`src/rtl/anton_neopixel_apb_feeder.sv`:
```
// Streams host pixel bytes into an APB neopixel peripheral, one byte per word, then commits the frame.
// Optional macro ANTON_NEOPIXEL_FEEDER_READBACK_EN reads each byte back and flags mismatches.
module anton_neopixel_apb_feeder #(
    parameter int          BUFFER_END = 31,
    parameter logic [15:0] CTRL_ADDR  = 16'h8000,
    parameter logic [7:0]  CTRL_DATA  = 8'h01
) (
    input  logic        apbPclk,
    input  logic        apbPreset,
    input  logic        start,
    input  logic [7:0]  pixData,
    input  logic        pixValid,
    input  logic        pixLast,
    output logic        pixReady,
    output logic [15:0] apbPaddr,
    output logic [7:0]  apbPwData,
    output logic        apbPwrite,
    output logic        apbPselx,
    output logic        apbPenable,
    input  logic [7:0]  apbPrData,
    input  logic        apbPready,
    input  logic        apbPslverr,
    output logic        busy,
    output logic        done,
    output logic        error,
    output logic [13:0] byteCount
);

`ifdef ANTON_NEOPIXEL_FEEDER_READBACK_EN
    typedef enum logic [2:0] {
        IDLE, LOAD, SETUP, ACCESS, CTRL_SETUP, CTRL_ACCESS, RB_SETUP, RB_ACCESS
    } state_t;
`else
    typedef enum logic [2:0] {
        IDLE, LOAD, SETUP, ACCESS, CTRL_SETUP, CTRL_ACCESS
    } state_t;

    logic unused_prdata;
    assign unused_prdata = ^apbPrData;
`endif

    localparam logic [12:0] LAST_INDEX = 13'(BUFFER_END);

    state_t      state_reg, state_next;
    logic [12:0] index_reg, index_next;
    logic        last_reg, last_next;
    logic [13:0] count_reg, count_next;
    logic        error_reg, error_next;
    logic        done_reg, done_next;
    logic [15:0] paddr_reg, paddr_next;
    logic [7:0]  pwdata_reg, pwdata_next;
    logic        advance;

    always_ff @(posedge apbPclk) begin
        if (apbPreset) begin
            state_reg  <= IDLE;
            index_reg  <= '0;
            last_reg   <= 1'b0;
            count_reg  <= '0;
            error_reg  <= 1'b0;
            done_reg   <= 1'b0;
            paddr_reg  <= '0;
            pwdata_reg <= '0;
        end else begin
            state_reg  <= state_next;
            index_reg  <= index_next;
            last_reg   <= last_next;
            count_reg  <= count_next;
            error_reg  <= error_next;
            done_reg   <= done_next;
            paddr_reg  <= paddr_next;
            pwdata_reg <= pwdata_next;
        end
    end

    always_comb begin
        state_next  = state_reg;
        index_next  = index_reg;
        last_next   = last_reg;
        count_next  = count_reg;
        error_next  = error_reg;
        done_next   = 1'b0;
        paddr_next  = paddr_reg;
        pwdata_next = pwdata_reg;
        advance     = 1'b0;
        pixReady    = 1'b0;
        apbPselx    = 1'b0;
        apbPenable  = 1'b0;
        apbPwrite   = 1'b0;

        case (state_reg)
            IDLE: begin
                if (start) begin
                    state_next = LOAD;
                    index_next = '0;
                    count_next = '0;
                    error_next = 1'b0;
                end
            end
            LOAD: begin
                pixReady = 1'b1;
                if (pixValid) begin
                    last_next   = pixLast;
                    pwdata_next = pixData;
                    paddr_next  = {1'b0, index_reg, 2'b00};
                    state_next  = SETUP;
                end
            end
            SETUP: begin
                apbPselx   = 1'b1;
                apbPwrite  = 1'b1;
                state_next = ACCESS;
            end
            ACCESS: begin
                apbPselx   = 1'b1;
                apbPenable = 1'b1;
                apbPwrite  = 1'b1;
                if (apbPready) begin
                    if (apbPslverr) begin
                        error_next = 1'b1;
                        state_next = IDLE;
                    end else begin
                        count_next = count_reg + 14'd1;
`ifdef ANTON_NEOPIXEL_FEEDER_READBACK_EN
                        state_next = RB_SETUP;
`else
                        advance    = 1'b1;
`endif
                    end
                end
            end
`ifdef ANTON_NEOPIXEL_FEEDER_READBACK_EN
            RB_SETUP: begin
                apbPselx   = 1'b1;
                state_next = RB_ACCESS;
            end
            RB_ACCESS: begin
                apbPselx   = 1'b1;
                apbPenable = 1'b1;
                if (apbPready) begin
                    // Write data is still held in pwdata_reg, so it doubles as the compare value.
                    if (apbPslverr || (apbPrData != pwdata_reg)) begin
                        error_next = 1'b1;
                        state_next = IDLE;
                    end else begin
                        advance = 1'b1;
                    end
                end
            end
`endif
            CTRL_SETUP: begin
                apbPselx   = 1'b1;
                apbPwrite  = 1'b1;
                state_next = CTRL_ACCESS;
            end
            CTRL_ACCESS: begin
                apbPselx   = 1'b1;
                apbPenable = 1'b1;
                apbPwrite  = 1'b1;
                if (apbPready) begin
                    if (apbPslverr) begin
                        error_next = 1'b1;
                    end else begin
                        done_next = 1'b1;
                    end
                    state_next = IDLE;
                end
            end
            default: state_next = IDLE;
        endcase

        // A frame commits on pixLast or when the buffer is full, whichever comes first.
        if (advance) begin
            if (last_reg || (index_reg == LAST_INDEX)) begin
                paddr_next  = CTRL_ADDR;
                pwdata_next = CTRL_DATA;
                state_next  = CTRL_SETUP;
            end else begin
                index_next = index_reg + 13'd1;
                state_next = LOAD;
            end
        end
    end

    assign apbPaddr  = paddr_reg;
    assign apbPwData = pwdata_reg;
    assign busy      = (state_reg != IDLE);
    assign done      = done_reg;
    assign error     = error_reg;
    assign byteCount = count_reg;

endmodule

```
`config.mk`:
```
export PLATFORM = sky130hd
export DESIGN_NAME = anton_neopixel_apb_feeder
export DESIGN_NICKNAME = d
export VERILOG_FILES = /design/src/rtl/anton_neopixel_apb_feeder.sv
export SDC_FILE = /design/constraint.sdc
export NUM_CORES = 1
export LEC_CHECK = 0
export BUFFER_PORTS_ARGS = -buffer_cell sky130_fd_sc_hd__clkbuf_2
export CAP_MARGIN = 10
export CORE_MARGIN = 4
export CORE_UTILIZATION = 47
export CTS_CLUSTER_DIAMETER = 100
export CTS_CLUSTER_SIZE = 30
export DETAILED_ROUTE_END_ITERATION = 8
export PLACE_DENSITY = 0.8
export SETUP_SLACK_MARGIN = 0.4
export SLEW_MARGIN = 0
export SYNTH_ARGS = -nofsm -noshare
export SYNTH_HDL_FRONTEND = slang
export SYNTH_SLANG_ARGS = --single-unit
```
`constraint.sdc`:
```
create_clock -name apbPclk -period 1.9 [get_ports apbPclk]
set_clock_uncertainty 0.1 [all_clocks]
set_input_delay 0.285 -clock apbPclk [delete_from_list [all_inputs] [get_ports apbPclk]]
set_output_delay 0.285 -clock apbPclk [all_outputs]
set_load 0.02 [all_outputs]
```
==> impl_metrics.toml, run 1 <==
[yosys]
synth_area_leaders = "dfxtp_1, nand2_1, a21oi_1"
synthTopCellsByCount = "nand2_1, dfxtp_1, a21oi_1"
netlist_area_um2 = 2490
synth-edff-count = 0
synth-main-ff-cell = "dfxtp_1"
ys_seq_area_frac = 0.4583
async_reset_ff_frac = 0
syn_avg_cell_area_um2 = 8.245
synthDistinctLibCells = 36
ys_ff_latch = 57
synthCells = 302
synth_top_area_frac = 0.4583
synth.net_count = 327
yosys_warnings = 0
yosys.area.top_type = "dfxtp_1"
yosysMostFrequentCell = "nand2_1"

[global_routing]
grt_first_pass_wirelength_um = 11860
grt_util_all_layers = 0.2357
grt_antenna_before_repair = 0
grt_max_degree = 26
grt_pass1_vias = 2552
grt_overflow = 0

[floorplan]
ios = 68
die_w_um = 80.79
die_area_um2 = 6526
start_util = 0.4875
coreArea_um2 = 5107
row_count = 26
die_h_um = 80.79

[final_layout]
num_antenna_cells = 0
final_cells = 481
multi_input_area_um2 = 1730
fin_nets = 431
drive_gt1_frac = 0.5061
fillerInstances = 281
syn2layout_area_growth_pct = 62.71
largest_register_ffs = 16
seqCellArea_um2 = 1171

[worst_setup_path]
r2r_cells = 4
required_ns = 2.08
reg2reg_to = "byteCount[8]$_SDFFE_PP0P_"
rr_startpoint = "state_reg[1]$_SDFFE_PP0P_"
cp_data_arrival_time_ns = 2.10
cp-start-kind = "flop"
endpoint_kind = "flop"
critPathKind = "reg -> reg"
rrSetupSlack_ns = -0.02
crit_fanout = 7

[power_and_ir_drop]
power_density_nw_per_um2 = 690.6
clockPowerShare = 0.423
p_int_uw = 2028
ir_drop_v = 0.0005328
seqPwrFrac = 0.435
switching_share = 0.2751
leakagePower_uw = 0.001573
switchingPower_uw = 769.8
power_frac_comb = 0.142

[sta]
rsz0062_at_grt = "yes"
worst_pin_slew_ns = 0.4174
slew_violations = 0
fin_crit_sh = 1.008
period_needed_ns = 1.916
slew_headroom = 0.7217
setup_viol = 1
final-hold-violation-count = 0
max_clock_freq_ghz = 0.5220
worst_slack_ns = -0.01556

[clock_tree]
clk_pin_slew_ns = 0.08
cts_tree = "built"
cts_hold_buf = 0
cts_max_level = 3
cts_buffers = 9
cts.sinks = 57
clock_latency_ns = 0.35
cts_root_buf = "clkbuf_8"
ctsLongestPathBuffers = 2

[place]
hpwlAfterDp_um = 4311
dpl.cell_count = 435
place_ws_ns = -0.07766
port_buffers = 59
finalWeightedCongestion = 0.7927

[detailed_routing]
wl_um = 8997
first_iter_violations = 307
remaining_drc_errors = 0
ant_nets = 0
num_vias = 2820
drt-wirelength-per-cell_um = 18.70
viasPerCell = 5.863
firstDrtPassIters = 5

[min_path]
hp-start = "pixData[7]"
min_path_cells = 3
min_to = "apbPwData[7]$_SDFF_PP0_"
hold_path.class = "in -> reg"

[flow_run]
maxCapViolCount = 0

[outcome]
status = "complete, but fails checks"
violations = "negative setup slack"
==> layer usage <==
layer | vias up | wire, µm | GRT usage
met5 | - | 0 | 0
met4 | 0 | 335 | 0.1318
met3 | 42 | 606 | 0.05432
met2 | 147 | 4526 | 0.4015
met1 | 1345 | 3528 | 0.2725
li1 | 1286 | - | -
==> power groups by stage <==
stage               clock network (µW)  logic, µW  registers, µW
CTS                               1170        283           1220
global route                      1240        418           1220
detailed placement                   0        247           1250
finish                            1180        398           1220
global placement                     0        240           1250
floorplan                            0        149           1260
==> worst max-delay path: stages, from the launching register on <==
cell      delay [ns]
dfxtp_2         0.33
or3b_4          0.39
a2111o_1        0.48
or3_1           0.42
a21oi_2         0.13
==> layout by cell type, fill, tap and decap left out, types with 3 or more instances in the layout <==
master,count
dfxtp_1,43
or2_2,3
inv_1,3
a21oi_4,4
buf_4,29
a21oi_2,19
a2111oi_4,3
mux2i_1,8
nand2_1,65
a21oi_1,14
nor4_4,3
clkbuf_8,10
nand2b_1,3
buf_6,20
nor2_2,3
or4_1,4
nand4_1,8
and3_1,3
nor2_1,7
o21ai_0,6
xnor2_1,5
dfxtp_4,5
nand3_1,6
or3_1,10
nor2_4,5
dfxtp_2,9
o31ai_1,5
clkbuf_2,54
==> per-stage QoR <==
| stage | instance area (µm²) | util | power [µW] | TNS, ns | hold slack [ns] |
|---|---|---|---|---|---|
| 3_5_place_dp | 3143 | 0.6154 | 1497 | -0.1995 | 0.3192 |
| 3_3_place_gp | 3143 | 0.6154 | 1489 | -0.09679 | 0.3170 |
| 5_1_grt | 4051 | 0.7932 | 2876 | -0.1165 | 0.05951 |
| 4_1_cts | 3588 | 0.7026 | 2675 | 0 | 0.04237 |
| 6_report | 4051 | 0.7932 | 2798 | -0.01556 | 0.05003 |
| 2_1_floorplan | 2724 | - | 1413 | 0 | 0.2629 |
==> timing repair <==
action	CTS	global route
cloned	2	3
gates resized for setup	26	86
setup buffers	15	10
endpoints found under the setup margin	57	60
pin swaps	9	17
==> cell type report <==
class	instances	share of cell area
inverters	3	0.002779
multi-input cells	226	0.4271
well taps	70	0.02162
clock buffers	10	0.03397
clock inverters	6	0.01668
repair buffers	109	0.2088
flip-flops and latches	57	0.2891
==> cell families (layout without fill, tap and decap cells) <==
group / after synthesis / count (layout) / synth area share
buffers and inverters: 21 / 128 / 0.03568
and+or+nand+nor: 145 / 147 / 0.2889
DFF: 57 / 57 / 0.4583
xor gates and xnor gates: 8 / 8 / 0.02814
adders and majority gates: 2 / 2 / 0.01005
AOI/OAI and AO/OA: 61 / 61 / 0.1467
muxes: 8 / 8 / 0.03216
==> how the worst max path moves through the flow <==
stage	start	endpoint	slack, ns	depth (start not counted)
CTS	state_reg[1]$_SDFFE_PP0P_	byteCount[12]$_SDFFE_PP0P_	0.04	4
global route	byteCount[1]$_SDFFE_PP0P_	byteCount[8]$_SDFFE_PP0P_	-0.08	5
finish	state_reg[1]$_SDFFE_PP0P_	byteCount[8]$_SDFFE_PP0P_	-0.02	4
detailed placement	start	byteCount[12]$_SDFFE_PP0P_	-0.08	5
floorplan	state_reg[0]$_SDFFE_PP0P_	byteCount[10]$_SDFFE_PP0P_	0.08	5
global placement	start	byteCount[12]$_SDFFE_PP0P_	-0.04	5
Power figures use the tool's default switching activity.
==> inputs of run 2 (changes only) <==
--- a/config.mk
+++ b/config.mk
@@ -8,11 +8,12 @@
 export BUFFER_PORTS_ARGS = -buffer_cell sky130_fd_sc_hd__clkbuf_2
 export CAP_MARGIN = 10
 export CORE_MARGIN = 4
-export CORE_UTILIZATION = 47
+export CORE_UTILIZATION = 45
 export CTS_CLUSTER_DIAMETER = 100
 export CTS_CLUSTER_SIZE = 30
 export DETAILED_ROUTE_END_ITERATION = 8
-export PLACE_DENSITY = 0.8
+export MAX_ROUTING_LAYER = met4
+export PLACE_DENSITY = 0.77
 export SETUP_SLACK_MARGIN = 0.4
 export SLEW_MARGIN = 0
 export SYNTH_ARGS = -nofsm -noshare
==> impl_metrics.toml, run 2 (synthesis gave the netlist of run 1 again) <==
[detailed_routing]
firstDrtPassIters = 5
ant_nets = 0
num_vias = 2965
first_iter_violations = 260
drt-wirelength-per-cell_um = 19.56
viasPerCell = 6.063
wl_um = 9563
remaining_drc_errors = 0

[worst_setup_path]
critical_path_buf_inv_count = 0
r2r_cells = 4
slowest_delay_ns = 0.47
cp-endpoint = "byteCount[10]$_SDFFE_PP0P_"
crit_family = "simple AND/OR/NAND/NOR gates"
cp-startpoint = "state_reg[0]$_SDFFE_PP0P_"
crit_fanout = 7
worstPathCellList = "or3b_4 > a2111o_1 > or3_1 > a21oi_1"
critPathKind = "reg -> reg"
cp_data_arrival_time_ns = 2.10
rr_startpoint = "state_reg[0]$_SDFFE_PP0P_"
cp-start-kind = "flop"
cp.depth = 4
rrSetupSlack_ns = -0.03
reg2reg_to = "byteCount[10]$_SDFFE_PP0P_"
required_ns = 2.07
cp_slowest_cell = "a2111o_1"
endpoint_kind = "flop"

[place]
finalWeightedCongestion = 0.8350
port_buffers = 59
hpwlAfterDp_um = 4057

[global_routing]
grt_overflow = 0
grt_antenna_before_repair = 0
grt_first_pass_wirelength_um = 11730
grt_pass1_vias = 2508
grt_util_all_layers = 0.2330
grt_max_degree = 26

[sta]
slew_violations = 0
rsz0062_at_grt = "yes"
worst_pin_slew_ns = 0.4079
final-hold-violation-count = 0
worst_slack_ns = -0.02958
fin_crit_sh = 1.016
period_needed_ns = 1.930
slew_headroom = 0.7264
fin_tns_setup_ns = -0.02958
max_clock_freq_ghz = 0.5182
setup_viol = 1

[final_layout]
largest_register_ffs = 16
final_util = 0.8043
layout_common_cells = "nand2_1, clkbuf_2, dfxtp_1"
syn2layout_area_growth_pct = 69.20
num_antenna_cells = 0
final_common_cell = "nand2_1"
fin_nets = 439
drive_gt1_frac = 0.5322

[min_path]
hold_path.class = "in -> reg"

[clock_tree]
cts_buffers = 9
cts_root_buf = "clkbuf_8"
cts_tree = "built"
cts_hold_buf = 0
clk_pin_slew_ns = 0.07
cts.sinks = 57
clock_latency_ns = 0.34
cts_max_level = 3
ctsLongestPathBuffers = 2

[floorplan]
die_h_um = 82.39
coreArea_um2 = 5238
ios = 68
row_count = 26
die_area_um2 = 6787
start_util = 0.4754
die_w_um = 82.39

[power_and_ir_drop]
power_frac_comb = 0.141
p_int_uw = 2276
power_density_nw_per_um2 = 725.7
switching_share = 0.2557
ir_drop_v = 0.0007631
seqPwrFrac = 0.397
clockPowerShare = 0.462
leakagePower_uw = 0.001671
switchingPower_uw = 781.8

[flow_run]
maxCapViolCount = 0

[outcome]
status = "complete, but fails checks"
violations = "negative setup slack"
[run 2: tightest hold or removal path: stages]
cell	delay [ns]
clkbuf_2	0.08
nand2_1	0.06
a21oi_2	0.04
[run 2: worst min path at each step]
stage / to / startpoint / cells after the start / slack (ns)
CTS: apbPwData[1]$_SDFF_PP0_ / pixData[1] / 3 / 0.06
floorplan: done$_SDFF_PP0_ / apbPslverr / 1 / 0.26
global route: apbPwData[7]$_SDFF_PP0_ / pixData[7] / 3 / 0.07
finish: apbPwData[2]$_SDFF_PP0_ / pixData[2] / 3 / 0.06
global placement: apbPaddr[1]$_SDFF_PP0_ / apbPaddr[1]$_SDFF_PP0_ / 2 / 0.32
detailed placement: apbPaddr[1]$_SDFF_PP0_ / apbPaddr[1]$_SDFF_PP0_ / 2 / 0.32
[run 2: layer usage]
layer | global-route usage | vias to the layer above | share of wire
met5 | - | - | 0
met4 | 0.1346 | 0 | 0.033
met3 | 0.04664 | 41 | 0.077
met2 | 0.3638 | 165 | 0.50
met1 | 0.2788 | 1453 | 0.39
li1 | - | 1306 | -
[run 2: repair_timing]
| action | 4_1_cts | 5_1_grt |
|---|---|---|
| gates cloned | 3 | 5 |
| endpoints found under the setup margin | 58 | 60 |
| buffers inserted | 13 | 19 |
| endpoints found under the hold margin | 0 | 0 |
| pin swaps | 6 | 22 |
| resized for setup | 39 | 96 |
[run 2: through the flow]
stage	cells	area, µm²	power (µW)	setup WS (ns)	hold WS [ns]
2_1_floorplan	302	2724	1413	0.07928	0.2629
3_3_place_gp	433	3141	1487	-0.01195	0.3152
3_5_place_dp	433	3141	1492	-0.07713	0.3195
4_1_cts	465	3686	2917	0.01366	0.05625
5_1_grt	489	4213	3150	-0.1001	0.06665
6_report	489	4213	3057	-0.02958	0.06347
[run 2: layout make-up]
class,instances,area [µm²]
clock buffer,9,123.9
clock inverter,7,117.6
fill,281,1025
inverter,3,11.26
multi-input combinational,227,1732
sequential,57,1177
tap,70,87.58
timing repair buffer,116,963.4
[run 2: power groups by stage]
stage                     sequential, µW  combinational [µW]  clock [µW]
after floorplan                     1260                 149           0
after global placement              1250                 239           0
after detailed placement            1250                 243           0
after CTS                           1220                 304        1390
after global routing                1220                 452        1480
final                               1210                 430        1410
==> inputs of run 3 (changes only) <==
--- a/config.mk
+++ b/config.mk
@@ -8,13 +8,14 @@
 export BUFFER_PORTS_ARGS = -buffer_cell sky130_fd_sc_hd__clkbuf_2
 export CAP_MARGIN = 10
 export CORE_MARGIN = 4
-export CORE_UTILIZATION = 45
-export CTS_CLUSTER_DIAMETER = 100
+export CORE_UTILIZATION = 47
+export CTS_CLUSTER_DIAMETER = 200
 export CTS_CLUSTER_SIZE = 30
 export DETAILED_ROUTE_END_ITERATION = 8
 export MAX_ROUTING_LAYER = met4
-export PLACE_DENSITY = 0.77
+export PLACE_DENSITY = 0.8
 export SETUP_SLACK_MARGIN = 0.4
+export SKIP_LAST_GASP = 1
 export SLEW_MARGIN = 0
 export SYNTH_ARGS = -nofsm -noshare
 export SYNTH_HDL_FRONTEND = slang
==> impl_metrics.toml, run 3 (synthesis gave the netlist of run 1 again) <==
[detailed_routing]
firstDrtPassIters = 6
drt-wirelength-per-cell_um = 17.96
num_vias = 2838
remaining_drc_errors = 0
wl_um = 8637
first_iter_violations = 386
viasPerCell = 5.900
ant_nets = 0

[floorplan]
ios = 68
die_h_um = 80.79
coreArea_um2 = 5107
die_area_um2 = 6526
die_w_um = 80.79
start_util = 0.4875
row_count = 26

[min_path]
min_path_cells = 3
hold_path.class = "in -> reg"
hp-start = "pixData[7]"
min_to = "apbPwData[7]$_SDFF_PP0_"

[sta]
slew_headroom = 0.7053
worst_pin_slew_ns = 0.4421
slew_violations = 0
period_needed_ns = 1.864
fin_tns_setup_ns = 0
final-hold-violation-count = 0
fin_crit_sh = 0.9810
setup_viol = 0
max_clock_freq_ghz = 0.5365
rsz0062_at_grt = "yes"
worst_slack_ns = 0.03618

[worst_setup_path]
critPathKind = "reg -> reg"
critical_path_buf_inv_count = 0
worstPathCellList = "or3b_4 > a2111o_1 > or3_1 > a21oi_2"
reg2reg_to = "byteCount[8]$_SDFFE_PP0P_"
rr_startpoint = "state_reg[1]$_SDFFE_PP0P_"
required_ns = 2.09
cp.depth = 4
r2r_cells = 4
crit_family = "simple AND/OR/NAND/NOR gates"
slowest_delay_ns = 0.46
cp_data_arrival_time_ns = 2.06
crit_fanout = 7
rrSetupSlack_ns = 0.04
endpoint_kind = "flop"
cp-start-kind = "flop"
cp_slowest_cell = "a2111o_1"

[clock_tree]
clk_pin_slew_ns = 0.08
cts_max_level = 3
cts.sinks = 57
cts_buffers = 9
cts_tree = "built"
ctsLongestPathBuffers = 2
cts_root_buf = "clkbuf_8"
clock_latency_ns = 0.36
cts_hold_buf = 0

[outcome]
status = "finished, final reports clean"

[power_and_ir_drop]
power_density_nw_per_um2 = 699.1
power.total_uw = 2785
ir_drop_v = 0.0006109
leakagePower_uw = 0.001562

[global_routing]
grt_first_pass_wirelength_um = 11840
grt_max_degree = 26
grt_pass1_vias = 2559
grt_antenna_before_repair = 0
grt_util_all_layers = 0.2430
grt_overflow = 0

[flow_run]
maxCapViolCount = 0

[final_layout]
final_common_cell = "nand2_1"
design_area_um2 = 3984
fin_nets = 431
drive_gt1_frac = 0.4793
layout_common_cells = "nand2_1, clkbuf_2, dfxtp_1"
fillerInstances = 300
num_antenna_cells = 0
largest_register_ffs = 16
syn2layout_area_growth_pct = 60.00
final_cells = 481

[place]
placed_cell_area_um2 = 3143
port_buffers = 59
dpl.cell_count = 435
hpwlAfterDp_um = 4311
finalWeightedCongestion = 0.8040
place_ws_ns = -0.07766
==> run 3: repair_timing <==
action | in CTS | in global routing
endpoints found under the setup margin | 57 | 60
setup buffers | 15 | 10
pin swaps | 9 | 14
cloned | 2 | 3
hold endpoints to repair | 0 | 0
resized for setup | 26 | 70
==> run 3: power breakdown <==
| part | leakage, µW | internal [µW] | total (µW) | switching (µW) |
|---|---|---|---|---|
| Clock | 0.0000985 | 642 | 1190 | 549 |
| Sequential | 0.000468 | 1200 | 1220 | 11.8 |
| Combinational | 0.000996 | 174 | 378 | 203 |
| Total | 0.00156 | 2020 | 2790 | 764 |
==> run 3: worst max path at each step <==
stage                              start                         end  slack, ns
3_5_place_dp                       start  byteCount[12]$_SDFFE_PP0P_      -0.08
5_1_grt        state_reg[0]$_SDFFE_PP0P_   byteCount[8]$_SDFFE_PP0P_      -0.03
2_1_floorplan  state_reg[0]$_SDFFE_PP0P_  byteCount[10]$_SDFFE_PP0P_       0.08
3_3_place_gp                       start  byteCount[12]$_SDFFE_PP0P_      -0.04
4_1_cts        state_reg[1]$_SDFFE_PP0P_  byteCount[12]$_SDFFE_PP0P_       0.04
6_report       state_reg[1]$_SDFFE_PP0P_   byteCount[8]$_SDFFE_PP0P_       0.04
==> run 3: through the flow <==
| stage | hold slack, ns | util |
|---|---|---|
| 6_report | 0.04268 | 0.7800 |
| 5_1_grt | 0.05110 | 0.7800 |
| 3_3_place_gp | 0.3170 | 0.6154 |
| 4_1_cts | 0.04237 | 0.7026 |
| 2_1_floorplan | 0.2629 | - |
| 3_5_place_dp | 0.3192 | 0.6154 |
==> run 3: area by class of cell <==
class	instances	area, µm²	share of cell area
clock inverter	6	67.56	0.01696
sequential	57	1170	0.2937
inverter	3	11.26	0.002827
multi-input combinational	226	1675	0.4205
timing repair buffer	109	834.6	0.2095
tap	70	87.58	0.02198
clock buffer	10	137.6	0.03455
==> run 3: tightest hold or removal path, stage by stage <==
cell,delay [ns]
clkbuf_2,0.08
nand2_1,0.06
a21oi_2,0.05
==> run 3: routing by layer <==
layer	GRT usage	up-vias	share of wire
li1	-	1287	-
met1	0.2725	1366	0.40
met2	0.4015	142	0.49
met3	0.06319	43	0.069
met4	0.1216	0	0.041
met5	-	-	0
